**src/rtl/collision_scorer.sv**
```systemverilog
// rtl/collision_scorer.sv - Flappy Bird collision detection, pass scoring and lives/grace state machine
//
// Purpose: once per frame tick, compares the bird plane against the pipe plane
// to detect collisions, and detects pipes leaving the bird column to award points.
// Runs the IDLE/PLAY/GRACE/DEAD game state machine and keeps a saturating BCD score.
//
// Ports:
//   clk        in   clock
//   reset      in   synchronous, active-high reset
//   start      in   level; begins a game from IDLE or DEAD
//   tick       in   one-cycle frame-advance strobe; all evaluation happens on tick
//   bird       in   [ROWS-1:0][COLS-1:0] bird plane, cell (r,c) = bird[r][c]
//   pipe       in   [ROWS-1:0][COLS-1:0] pipe plane, same indexing
//   state      out  2'b00 IDLE, 2'b01 PLAY, 2'b10 GRACE, 2'b11 DEAD
//   gameover   out  high while state == DEAD
//   hit        out  one-cycle pulse per registered collision
//   add_point  out  one-cycle pulse per scored pass
//   score      out  BCD score, digit 0 in bits [3:0]
//   lives_left out  remaining lives
//   invuln     out  high while state == GRACE
module collision_scorer #(
    parameter int ROWS         = 16,
    parameter int COLS         = 16,
    parameter int BIRD_COL     = 14,
    parameter int FLOOR_ROW    = ROWS - 1,
    parameter int FLOOR_KILLS  = 1,
    parameter int LIVES        = 3,
    parameter int GRACE_TICKS  = 8,
    parameter int SCORE_DIGITS = 2,
    localparam int LW          = $clog2(LIVES + 1),
    localparam int GW          = $clog2(GRACE_TICKS + 1),
    localparam int SW          = 4 * SCORE_DIGITS
) (
    input  logic                      clk,
    input  logic                      reset,
    input  logic                      start,
    input  logic                      tick,
    input  logic [ROWS-1:0][COLS-1:0] bird,
    input  logic [ROWS-1:0][COLS-1:0] pipe,
    output logic [1:0]                state,
    output logic                      gameover,
    output logic                      hit,
    output logic                      add_point,
    output logic [SW-1:0]             score,
    output logic [LW-1:0]             lives_left,
    output logic                      invuln
);

    typedef enum logic [1:0] {
        S_IDLE  = 2'b00,
        S_PLAY  = 2'b01,
        S_GRACE = 2'b10,
        S_DEAD  = 2'b11
    } state_t;

    state_t        state_q, state_d;
    logic [SW-1:0] score_q, score_d;
    logic [LW-1:0] lives_q, lives_d;
    logic [GW-1:0] grace_q, grace_d;
    logic          hist_q, hist_d;
    logic          hit_q, hit_d;
    logic          add_q, add_d;
    logic          gameover_q;
    logic          invuln_q;

    logic          coll;
    logic          pipe_at_bird;
    logic          pass;
    logic [SW-1:0] score_inc;
    logic [SW-1:0] score_sat;
    logic          inc_carry;

    // Plane comparison: any overlapping cell, plus the ground row when enabled.
    always_comb begin
        coll         = 1'b0;
        pipe_at_bird = 1'b0;
        for (int r = 0; r < ROWS; r++) begin
            coll         = coll | (|(bird[r] & pipe[r]));
            pipe_at_bird = pipe_at_bird | pipe[r][BIRD_COL];
        end
        if (FLOOR_KILLS != 0) begin
            coll = coll | (|bird[FLOOR_ROW]);
        end
    end

    // A pass is the tick on which the bird column goes from occupied to empty.
    assign pass = tick & hist_q & ~pipe_at_bird;

    // BCD ripple increment; a carry out of the top digit means the score is
    // already all-9s, so the old value is kept instead of wrapping.
    always_comb begin
        score_inc = score_q;
        inc_carry = 1'b1;
        for (int i = 0; i < SCORE_DIGITS; i++) begin
            if (inc_carry) begin
                if (score_q[4*i +: 4] == 4'd9) begin
                    score_inc[4*i +: 4] = 4'd0;
                end else begin
                    score_inc[4*i +: 4] = score_q[4*i +: 4] + 4'd1;
                    inc_carry           = 1'b0;
                end
            end
        end
        score_sat = inc_carry ? score_q : score_inc;
    end

    always_comb begin
        state_d = state_q;
        score_d = score_q;
        lives_d = lives_q;
        grace_d = grace_q;
        hist_d  = hist_q;
        hit_d   = 1'b0;
        add_d   = 1'b0;

        case (state_q)
            S_IDLE: begin
                score_d = '0;
                lives_d = LW'(LIVES);
                if (start) begin
                    state_d = S_PLAY;
                    hist_d  = 1'b0;
                end
            end

            S_PLAY: begin
                if (tick) begin
                    hist_d = pipe_at_bird;
                    if (coll) begin
                        hit_d = 1'b1;
                        if (lives_q != '0) begin
                            lives_d = lives_q - LW'(1);
                        end
                        if (lives_q <= LW'(1)) begin
                            state_d = S_DEAD;
                        end else begin
                            state_d = S_GRACE;
                            grace_d = GW'(GRACE_TICKS);
                        end
                    end else if (pass) begin
                        add_d   = 1'b1;
                        score_d = score_sat;
                    end
                end
            end

            S_GRACE: begin
                // Collisions are ignored here; the tick that empties the
                // counter is still invulnerable and only then returns to PLAY.
                if (tick) begin
                    hist_d = pipe_at_bird;
                    if (pass) begin
                        add_d   = 1'b1;
                        score_d = score_sat;
                    end
                    grace_d = grace_q - GW'(1);
                    if (grace_q <= GW'(1)) begin
                        state_d = S_PLAY;
                    end
                end
            end

            S_DEAD: begin
                if (start) begin
                    state_d = S_PLAY;
                    score_d = '0;
                    lives_d = LW'(LIVES);
                    hist_d  = 1'b0;
                end
            end

            default: begin
                state_d = S_IDLE;
            end
        endcase
    end

    always_ff @(posedge clk) begin
        if (reset) begin
            state_q    <= S_IDLE;
            score_q    <= '0;
            lives_q    <= LW'(LIVES);
            grace_q    <= '0;
            hist_q     <= 1'b0;
            hit_q      <= 1'b0;
            add_q      <= 1'b0;
            gameover_q <= 1'b0;
            invuln_q   <= 1'b0;
        end else begin
            state_q    <= state_d;
            score_q    <= score_d;
            lives_q    <= lives_d;
            grace_q    <= grace_d;
            hist_q     <= hist_d;
            hit_q      <= hit_d;
            add_q      <= add_d;
            gameover_q <= (state_d == S_DEAD);
            invuln_q   <= (state_d == S_GRACE);
        end
    end

    assign state      = state_q;
    assign gameover   = gameover_q;
    assign hit        = hit_q;
    assign add_point  = add_q;
    assign score      = score_q;
    assign lives_left = lives_q;
    assign invuln     = invuln_q;

endmodule

```
**config.mk**
```make
export PLATFORM = sky130hd
export DESIGN_NAME = collision_scorer
export DESIGN_NICKNAME = d
export VERILOG_FILES = /design/src/rtl/collision_scorer.sv
export SDC_FILE = /design/constraint.sdc
export NUM_CORES = 1
export LEC_CHECK = 0
export BUFFER_PORTS_ARGS = -buffer_cell sky130_fd_sc_hd__buf_2
export CAP_MARGIN = 20
export CORE_AREA = 2 2 206 208
export CTS_BUF_LIST = sky130_fd_sc_hd__clkbuf_4
export DETAILED_ROUTE_END_ITERATION = 8
export DIE_AREA = 0 0 208 210
export PLACE_DENSITY = 0.3
export SYNTH_ARGS = -nofsm -noshare
export SYNTH_HDL_FRONTEND = slang
export SYNTH_SLANG_ARGS = --single-unit
```
**constraint.sdc**
```tcl
create_clock -name clk -period 2.45 [get_ports clk]
set_input_delay 0.6125 -clock clk [delete_from_list [all_inputs] [get_ports clk]]
set_output_delay 0.6125 -clock clk [all_outputs]
set_load 0.005 [all_outputs]
```
* Word-level counts from Yosys, hierarchy flattened
Cells that the tools add are included.
** Operators by class
- $add $sub $neg :: 4
- $mul :: 0
- Divide/modulo/power cells :: 0
- $lt $le $gt $ge :: 2
- Eq/ne operators :: 16
- Shift-type cells :: 0
- Multiplexer cells :: 39
- Bitwise operators :: 52
- Reduce and logical (&&, ||, !) cells :: 28
** Operator list (count)
- OR reduction 16 bit :: 17
- bitwise AND 16 bit :: 16
- 2-to-1 mux 8 bit :: 6
- case mux 8 bit (4 select lines) :: 1
- bitwise OR 1 bit :: 31
- 2-to-1 mux 4 bit :: 7
- 2-to-1 mux 2 bit :: 9
- inequality test 2 bit, second input constant :: 7
- case mux 2 bit (3 select lines) :: 2
- 2-to-1 mux 1 bit :: 11
- AND reduction 5 bit :: 2
- adder 4 x 1 -> 4 bit, second input constant :: 2
- equality test 2 bit, second input constant :: 4
- equality test 4 bit, second input constant :: 2
- case mux 4 bit (2 select lines) :: 1
- less-or-equal comparator 4 x 1 -> 1 bit, second input constant :: 1
- inequality test 2 x 1 -> 1 bit, second input constant :: 2
- case mux 1 bit (2 select lines) :: 2
- AND reduction 4 bit :: 1
- nonzero test 2 bit :: 2
- OR reduction 2 bit :: 2
- subtractor 4 x 1 -> 4 bit, second input constant :: 1
- inverter 1 bit :: 3
- nonzero test 3 bit :: 1
- other kinds (7) :: 8
** Storage, ports and cells
- Flip-flop bits (word level) :: 21
- Latch bits :: 0
- Bits in writable memories :: 0
- Memory bits (read-only) :: 0
- Input port bits :: 516
- Output and inout bits :: 16
- Memories kept :: 0

* Depth between registers and ports, before layout
Gate-level depths: netlist of run 1.
- Depth in word-level cells :: 22
- Gate-level depth with buffers :: 10
- Mapped depth without buffers :: 10

* Least setup slack after synthesis of run 1
No wires, ideal clock.
- Path kind :: input to register
- Start :: input bird[71] in the netlist's numbering
- End :: register score_q[3], in the netlist score[3]
- Library setup time :: 0.071 ns
- Data arrival time :: 2.413 ns
- Required time :: 2.379 ns
- Slack :: -0.034 ns
- Stages :: 9
- Cell sequence :: a22o_1 -> a221oi_2 -> nand4_1 -> nor4_1 -> and4_1 -> a31o_4 -> nand2_4 -> or4_1 -> a21oi_1
** On the way
- Cells in the longest elaborated chain, start to end :: 17
** RTL lines
- start: declaration :: line 38 : input logic [ROWS-1:0][COLS-1:0] bird,
- bitwise AND 16 bit :: line 78 : coll = coll | (|(bird[r] & pipe[r]));
- OR reduction 16 bit :: line 78
- bitwise OR 1 bit (12 in a row) :: line 78
- bitwise OR 1 bit :: line 82 : coll = coll | (|bird[FLOOR_ROW]);
- inequality test 2 bit (no source line)
- AND reduction 4 bit (no source line)
- end signal: assignment :: line 191 : score_q <= score_d;
- end: declaration :: line 57 : logic [SW-1:0] score_q, score_d;
No other way between the ends.
A chain may end at the register's enable or synchronous reset.

* Worst setup path after layout of run 1
- Start :: input bird[240] in the netlist's numbering
- End :: register score_q[3], in the netlist score[3]
** On the way
- Cells in the longest elaborated chain, start to end :: 6
** RTL lines (line)
- bitwise AND 16 bit :: 78
- OR reduction 16 bit :: 78
- bitwise OR 1 bit :: 78
- bitwise OR 1 bit (*) :: 82
- inequality test 2 bit (no source line) (*)
- AND reduction 4 bit (no source line) (*)
Mark *: on every way between the ends. The rest lies on a longest branch, timed or not.

==> results of run 1 <==
critical path: cells and delay by family:
family,cells,cell delay (ps)
AO/OA/AOI/OAI,2,310
buffers and inverters,4,620
AND/OR/NAND/NOR,6,1260
metrics by stage:
stage                     setup TNS, ps  setup WS (ps)
after floorplan                       0           18.3
after global placement           -11190           -705
after detailed placement         -11340           -715
after CTS                          -141          -71.6
after global routing              -1900           -194
final                              -229          -80.7
per-layer routing:
metal,track usage,wire (um)
met4,0.0203,617
met5,0,177
met1,0.200,15000
met2,0.242,15100
met3,0.0752,4770
logic make-up (layout without fill, tap and decap cells):
logic type / Yosys count / count (layout) / synth area share
AOI/OAI and AO/OA: 163 / 163 / 0.514
xor gates and xnor gates: 1 / 1 / 0.00341
adders and majority gates: 12 / 12 / 0.0584
buffers and inverters: 21 / 591 / 0.0312
DFF: 21 / 21 / 0.164
muxes: 4 / 4 / 0.0161
other: 0 / 15 / 0
and+or+nand+nor: 96 / 96 / 0.213
final timing paths:
path / startpoint / endpoint / depth (start not counted)
hold / removal: grace_q[1] / grace_q[1] / 2
hold reg to reg: grace_q[1] / grace_q[1] / 2
setup / recovery: bird[240] / score[3] / 12
setup reg to reg: state[1] / grace_q[1] / 7
cell type report:
cell class	instances	area (um^2)	area share
antenna	15	37.5	0.00571
clock buffer	3	22.5	0.00343
clock inverter	1	5.00	0.000761
inverter	16	60.1	0.00914
multi-input combinational	276	2340	0.357
sequential	21	420	0.0640
tap	539	674	0.103
timing repair buffer	571	3010	0.458
what timing repair did:
action,in CTS,in global routing
cloned,0,0
setup endpoints to repair,18,18
pin swaps,11,17
setup buffers,0,2
gates resized for setup,30,31
synthesized netlist by cell type, types with 2 or more instances:
cell type / instances / area (um^2)
a211oi_1: 3 / 22.5
a21oi_1: 9 / 45.0
a221oi_1: 24 / 210
a221oi_2: 8 / 120
a22o_1: 32 / 280
a22oi_1: 64 / 480
a31o_2: 2 / 17.5
a31oi_1: 5 / 31.3
and2_1: 2 / 12.5
clkbuf_1: 4 / 15.0
dfxtp_1: 21 / 420
ha_1: 12 / 150
inv_1: 16 / 60.1
mux2i_1: 3 / 30.0
nand2_1: 11 / 41.3
nand3_1: 9 / 45.0
nand4_1: 24 / 150
nor2_1: 12 / 45.0
nor2b_1: 2 / 12.5
nor3_1: 5 / 25.0
nor4_1: 14 / 87.6
o21ai_0: 8 / 40.0
or2_2: 3 / 18.8
or4_1: 4 / 30.0
where the power goes:
part | switching [mW] | leakage [nW] | internal (mW)
clock network | 0.133 | 0.0178 | 0.0613
registers | 0.0440 | 0.170 | 0.382
logic | 0.670 | 3.13 | 0.702
sequential cells by signal, indices dropped and copies added, names as in the netlist, 2 cells and up:
| register | flops |
|---|---|
| score | 8 |
| state | 2 |
| lives_left | 2 |
| grace_q | 4 |
==> summary.txt, run 1 <==
Timing
  • Max Transition Viols Final: 0
  • Final Skew: 5.14 ps
  • Final setup vio count: 6
  • RSZ-0062 raised after global routing: true
  • Tmin final: 2530 ps
  • Actual slew at the worst max-slew pin: 609 ps
  • Fmax: 0.395 GHz
  • Final setup margin: -80.7 ps
  • Slew margin rel.: 0.594
  • Worst hold margin: 502 ps
  • Tcrit/Tclk final: 1.03
  • Final hold vios: 0

Global routing
  • Vias in the first global route: 5872
  • Pin count of the biggest net entering global routing: 16
  • First-pass GRT wire length: 46900 um
  • Grt total ovfl: 0
  • Initial antenna violation count: 49
  • Total track usage: 0.156

Worst setup path
  • Worst setup path category: in -> reg
  • CP arrival: 2800 ps
  • CP cell instances: buf_2 -> nor4_4 -> buf_4 -> nand4_1 -> buf_4 -> nor3_4 -> and3_1 -> buf_6 -> a31o_4 -> nand2_4 -> or4_4 -> a21oi_2
  • Worst Setup End Kind: flip-flop
  • Worst Path Required: 2720 ps
  • CP max FO: 4
  • Reg-to-reg setup timing slack: 410 ps
  • CP peak stage delay: 410 ps
  • Startpoint types: input pin
  • Top cell by count, worst path: buf_4
  • Worst path slowest cell: or4_4

Floorplanning
  • Die X: 208 um
  • Io pins: 532
  • Core area: 41500 um^2
  • Die Y: 210 um
  • Die Area: 43700 um^2
  • Cell row count: 75
  • Initial Utilization: 0.0620

Synth
  • Post-synth EDFFs: 0
  • Syn_nets: 846
  • Post-synthesis instance total: 318
  • Yosys reg bits: 21
  • Synthesized area: 2570 um^2
  • Synthesized area per cell: 8.08 um^2
  • Post-synth top flop: dfxtp_1
  • Post-synthesis sequential area ratio: 0.164
  • Ys async rst share: 0
  • YS warnings: 0
  • Post-synth cell types: 45

Final layout
  • Fin cells: 1442
  • Final Util: 0.158
  • Leading cell type in the layout, fill and taps excluded: buf_2
  • Area Overhead vs Synth: 156%
  • Post-route cell area: 6570 um^2
  • Fillers: 4901
  • Most frequent cells in the layout: buf_2, a22oi_1, buf_4, a22o_1, nand4_1
  • Final Net Count: 1417
  • Ratio of cells with drive above 1 in the final layout: 0.709

Flow run
  • Max_cap viols: 0

Place
  • Global placer's final weighted congestion: 0.901
  • Placed Area: 6190 um^2
  • PortBufs: 531
  • Final HPWL DP: 34000 um
  • Dpl cells: 1421

Clock network
  • Clk slew on worst S/H paths: 150 ps
  • CTS tree: done
  • Sink Count: 21
  • CTS Root Cell: clkbuf_4
  • Clock insertion delay at the later pin of the skew report: 330 ps
  • CTS Buf Count: 3
  • Hold Buf Count CTS: 0
  • CTS HTree Levels: 1
  • Clock buffer depth: 2

Drt
  • Vias: 5504
  • DR DRC count: 0
  • Vias/cell: 3.82
  • Initial DRC Count: 247
  • WL/cell: 24.7 um
  • Total wire length: 35700 um
  • ANT nets after route: 0
  • DRT Pass-1 Iters: 4

Pwr
  • P per Cell Area: 303 nW/um^2
  • Total leakage power: 3.32 nW
  • Tot Pwr: 1.99 mW
  • Maximum vdd drop: 0.148 mV

Run status
  • Run status: finished with violations
  • Failing checks: setup timing

Hold path
  • HP Class: reg -> reg
(Power assumes the default switching activity.)
==> inputs of run 2 (changes only) <==
--- a/config.mk
+++ b/config.mk
@@ -11,7 +11,7 @@
 export CTS_BUF_LIST = sky130_fd_sc_hd__clkbuf_4
 export DETAILED_ROUTE_END_ITERATION = 8
 export DIE_AREA = 0 0 208 210
-export PLACE_DENSITY = 0.3
+export PLACE_DENSITY = 0.32
 export SYNTH_ARGS = -nofsm -noshare
 export SYNTH_HDL_FRONTEND = slang
 export SYNTH_SLANG_ARGS = --single-unit
==> run 2 against run 1 <==
The flow still finishes with violations (setup timing). Sequential share of layout area rose by 0.11 points. Routed wire length rose by 6.2%. Critical path type unchanged. Largest power group unchanged. Sequential power rose by 0.9%. Highest routed layer unchanged. Cell area fell by 1.6%.
==> summary.txt, run 2 (synthesis results as in run 1) <==
Global routing
  • Total track usage: 0.166
  • Initial antenna violation count: 66
  • First-pass GRT wire length: 49100 um
  • Pin count of the biggest net entering global routing: 16
  • Grt total ovfl: 0
  • Vias in the first global route: 5865

Clock network
  • Clk slew on worst S/H paths: 140 ps
  • CTS Buf Count: 3
  • Sink Count: 21
  • CTS tree: done
  • Hold Buf Count CTS: 0
  • CTS Root Cell: clkbuf_4
  • Post-CTS Setup Bufs: 0
  • Clock buffer depth: 2
  • Clock insertion delay at the later pin of the skew report: 310 ps
  • CTS HTree Levels: 1

Floorplanning
  • Die Y: 210 um
  • Core area: 41500 um^2
  • Cell row count: 75
  • Io pins: 532
  • Die Area: 43700 um^2
  • Die X: 208 um
  • Initial Utilization: 0.0620

Pwr
  • Clock power share: 0.100
  • Seq pwr share: 0.222
  • Combinational share of power: 0.678
  • Total leakage power: 3.25 nW
  • Sw power: 803 uW
  • Internal: 1.14 mW
  • P per Cell Area: 300 nW/um^2
  • Maximum vdd drop: 0.186 mV
  • Sw Ratio: 0.414

Final layout
  • Register area: 420 um^2
  • Final Net Count: 1411
  • Post-route cell area: 6470 um^2
  • Leading cell type in the layout, fill and taps excluded: buf_2
  • Max FFs per register: 8
  • Fin cells: 1443
  • Final Util: 0.156
  • Area Overhead vs Synth: 152%
  • Fillers: 4869
  • Ratio of cells with drive above 1 in the final layout: 0.695
  • Most frequent cells in the layout: buf_2, a22oi_1, buf_4, a22o_1, nand4_1
  • Multi-input logic area: 2260 um^2

Worst setup path
  • CP arrival: 2820 ps
  • CP cell instances: buf_6 -> a22o_1 -> a221oi_2 -> nand4_1 -> nor4_2 -> and4_4 -> a31o_4 -> nand2_4 -> or4_1 -> a21oi_1
  • RR Startpoint: state[0]
  • CP peak stage delay: 400 ps
  • Worst Path Required: 2700 ps
  • CP max FO: 4
  • Worst setup path category: in -> reg
  • Worst path slowest cell: or4_1
  • Startpoint types: input pin
  • Worst Setup End Kind: flip-flop
  • Crit path from: bird[42]

Drt
  • Initial DRC Count: 266
  • Total wire length: 37900 um
  • Vias: 5553
  • Vias/cell: 3.85
  • DR DRC count: 0
  • WL/cell: 26.3 um
  • DRT Pass-1 Iters: 4
  • ANT nets after route: 0

Hold path
  • HP Class: reg -> reg
  • Hold Startpoint: grace_q[1]

Timing
  • Final setup margin: -122 ps
  • Slew margin rel.: 0.713
  • Tcrit/Tclk final: 1.05
  • Fmax: 0.389 GHz
  • RSZ-0062 raised after global routing: true
  • Actual slew at the worst max-slew pin: 427 ps
  • Tmin final: 2570 ps
  • Worst hold margin: 508 ps
  • Max Transition Viols Final: 0
  • TNS Setup: -386 ps
  • Final setup vio count: 5
  • Final Skew: 7.26 ps
  • Final hold vios: 0

Flow run
  • Max_cap viols: 0

Place
  • Final HPWL DP: 36300 um
  • Dpl cells: 1417
  • PortBufs: 531
  • Global placer's final weighted congestion: 0.968
  • Placed Area: 6160 um^2

Run status
  • Run status: finished with violations
  • Failing checks: setup timing
-- run 2: critical path: cells and delay by family --
family          cells  cell delay [ps]
compound gates      4              810
buf+inv             1              100
simple gates        5             1290
-- run 2: metrics by stage --
stage	setup slack (ps)	power, mW
after global placement	-926	1.67
after global routing	-203	2.10
after CTS	-90.7	1.92
after detailed placement	-939	1.67
final	-122	1.94
after floorplan	18.3	0.922
-- run 2: power by group through the flow --
stage	Combinational, mW	Clock (mW)	Sequential (mW)
floorplan	0.493	0	0.429
global placement	1.23	0	0.440
detailed placement	1.24	0	0.440
CTS	1.28	0.209	0.432
global route	1.44	0.219	0.440
finish	1.31	0.194	0.430
-- run 2: area by class of cell --
cell class / count / share of cell area
Multi-Input combinational cell: 276 / 0.349
Antenna cell: 22 / 0.00851
Clock buffer: 4 / 0.00464
Tap cell: 539 / 0.104
Inverter: 16 / 0.00929
Timing Repair Buffer: 565 / 0.459
Sequential cell: 21 / 0.0650
-- run 2: path summary, 6_finish.rpt --
kind	endpoint	slack, ps	cells after the start
max	score[2]	-120	10
max reg2reg	score[2]	350	5
min reg2reg	grace_q[1]	510	2
min	grace_q[1]	510	2
-- run 2: what timing repair did --
action | CTS | global route
endpoints found under the setup margin | 20 | 16
pin swaps | 13 | 5
gates resized for setup | 29 | 14
-- run 2: metal layers --
metal | global-route usage | vias up | share of wire
li1 | - | 2555 | -
met1 | 0.216 | 2503 | 0.44
met2 | 0.244 | 415 | 0.41
met3 | 0.0833 | 56 | 0.13
met4 | 0.0379 | 24 | 0.016
met5 | 0 | - | 0.0040
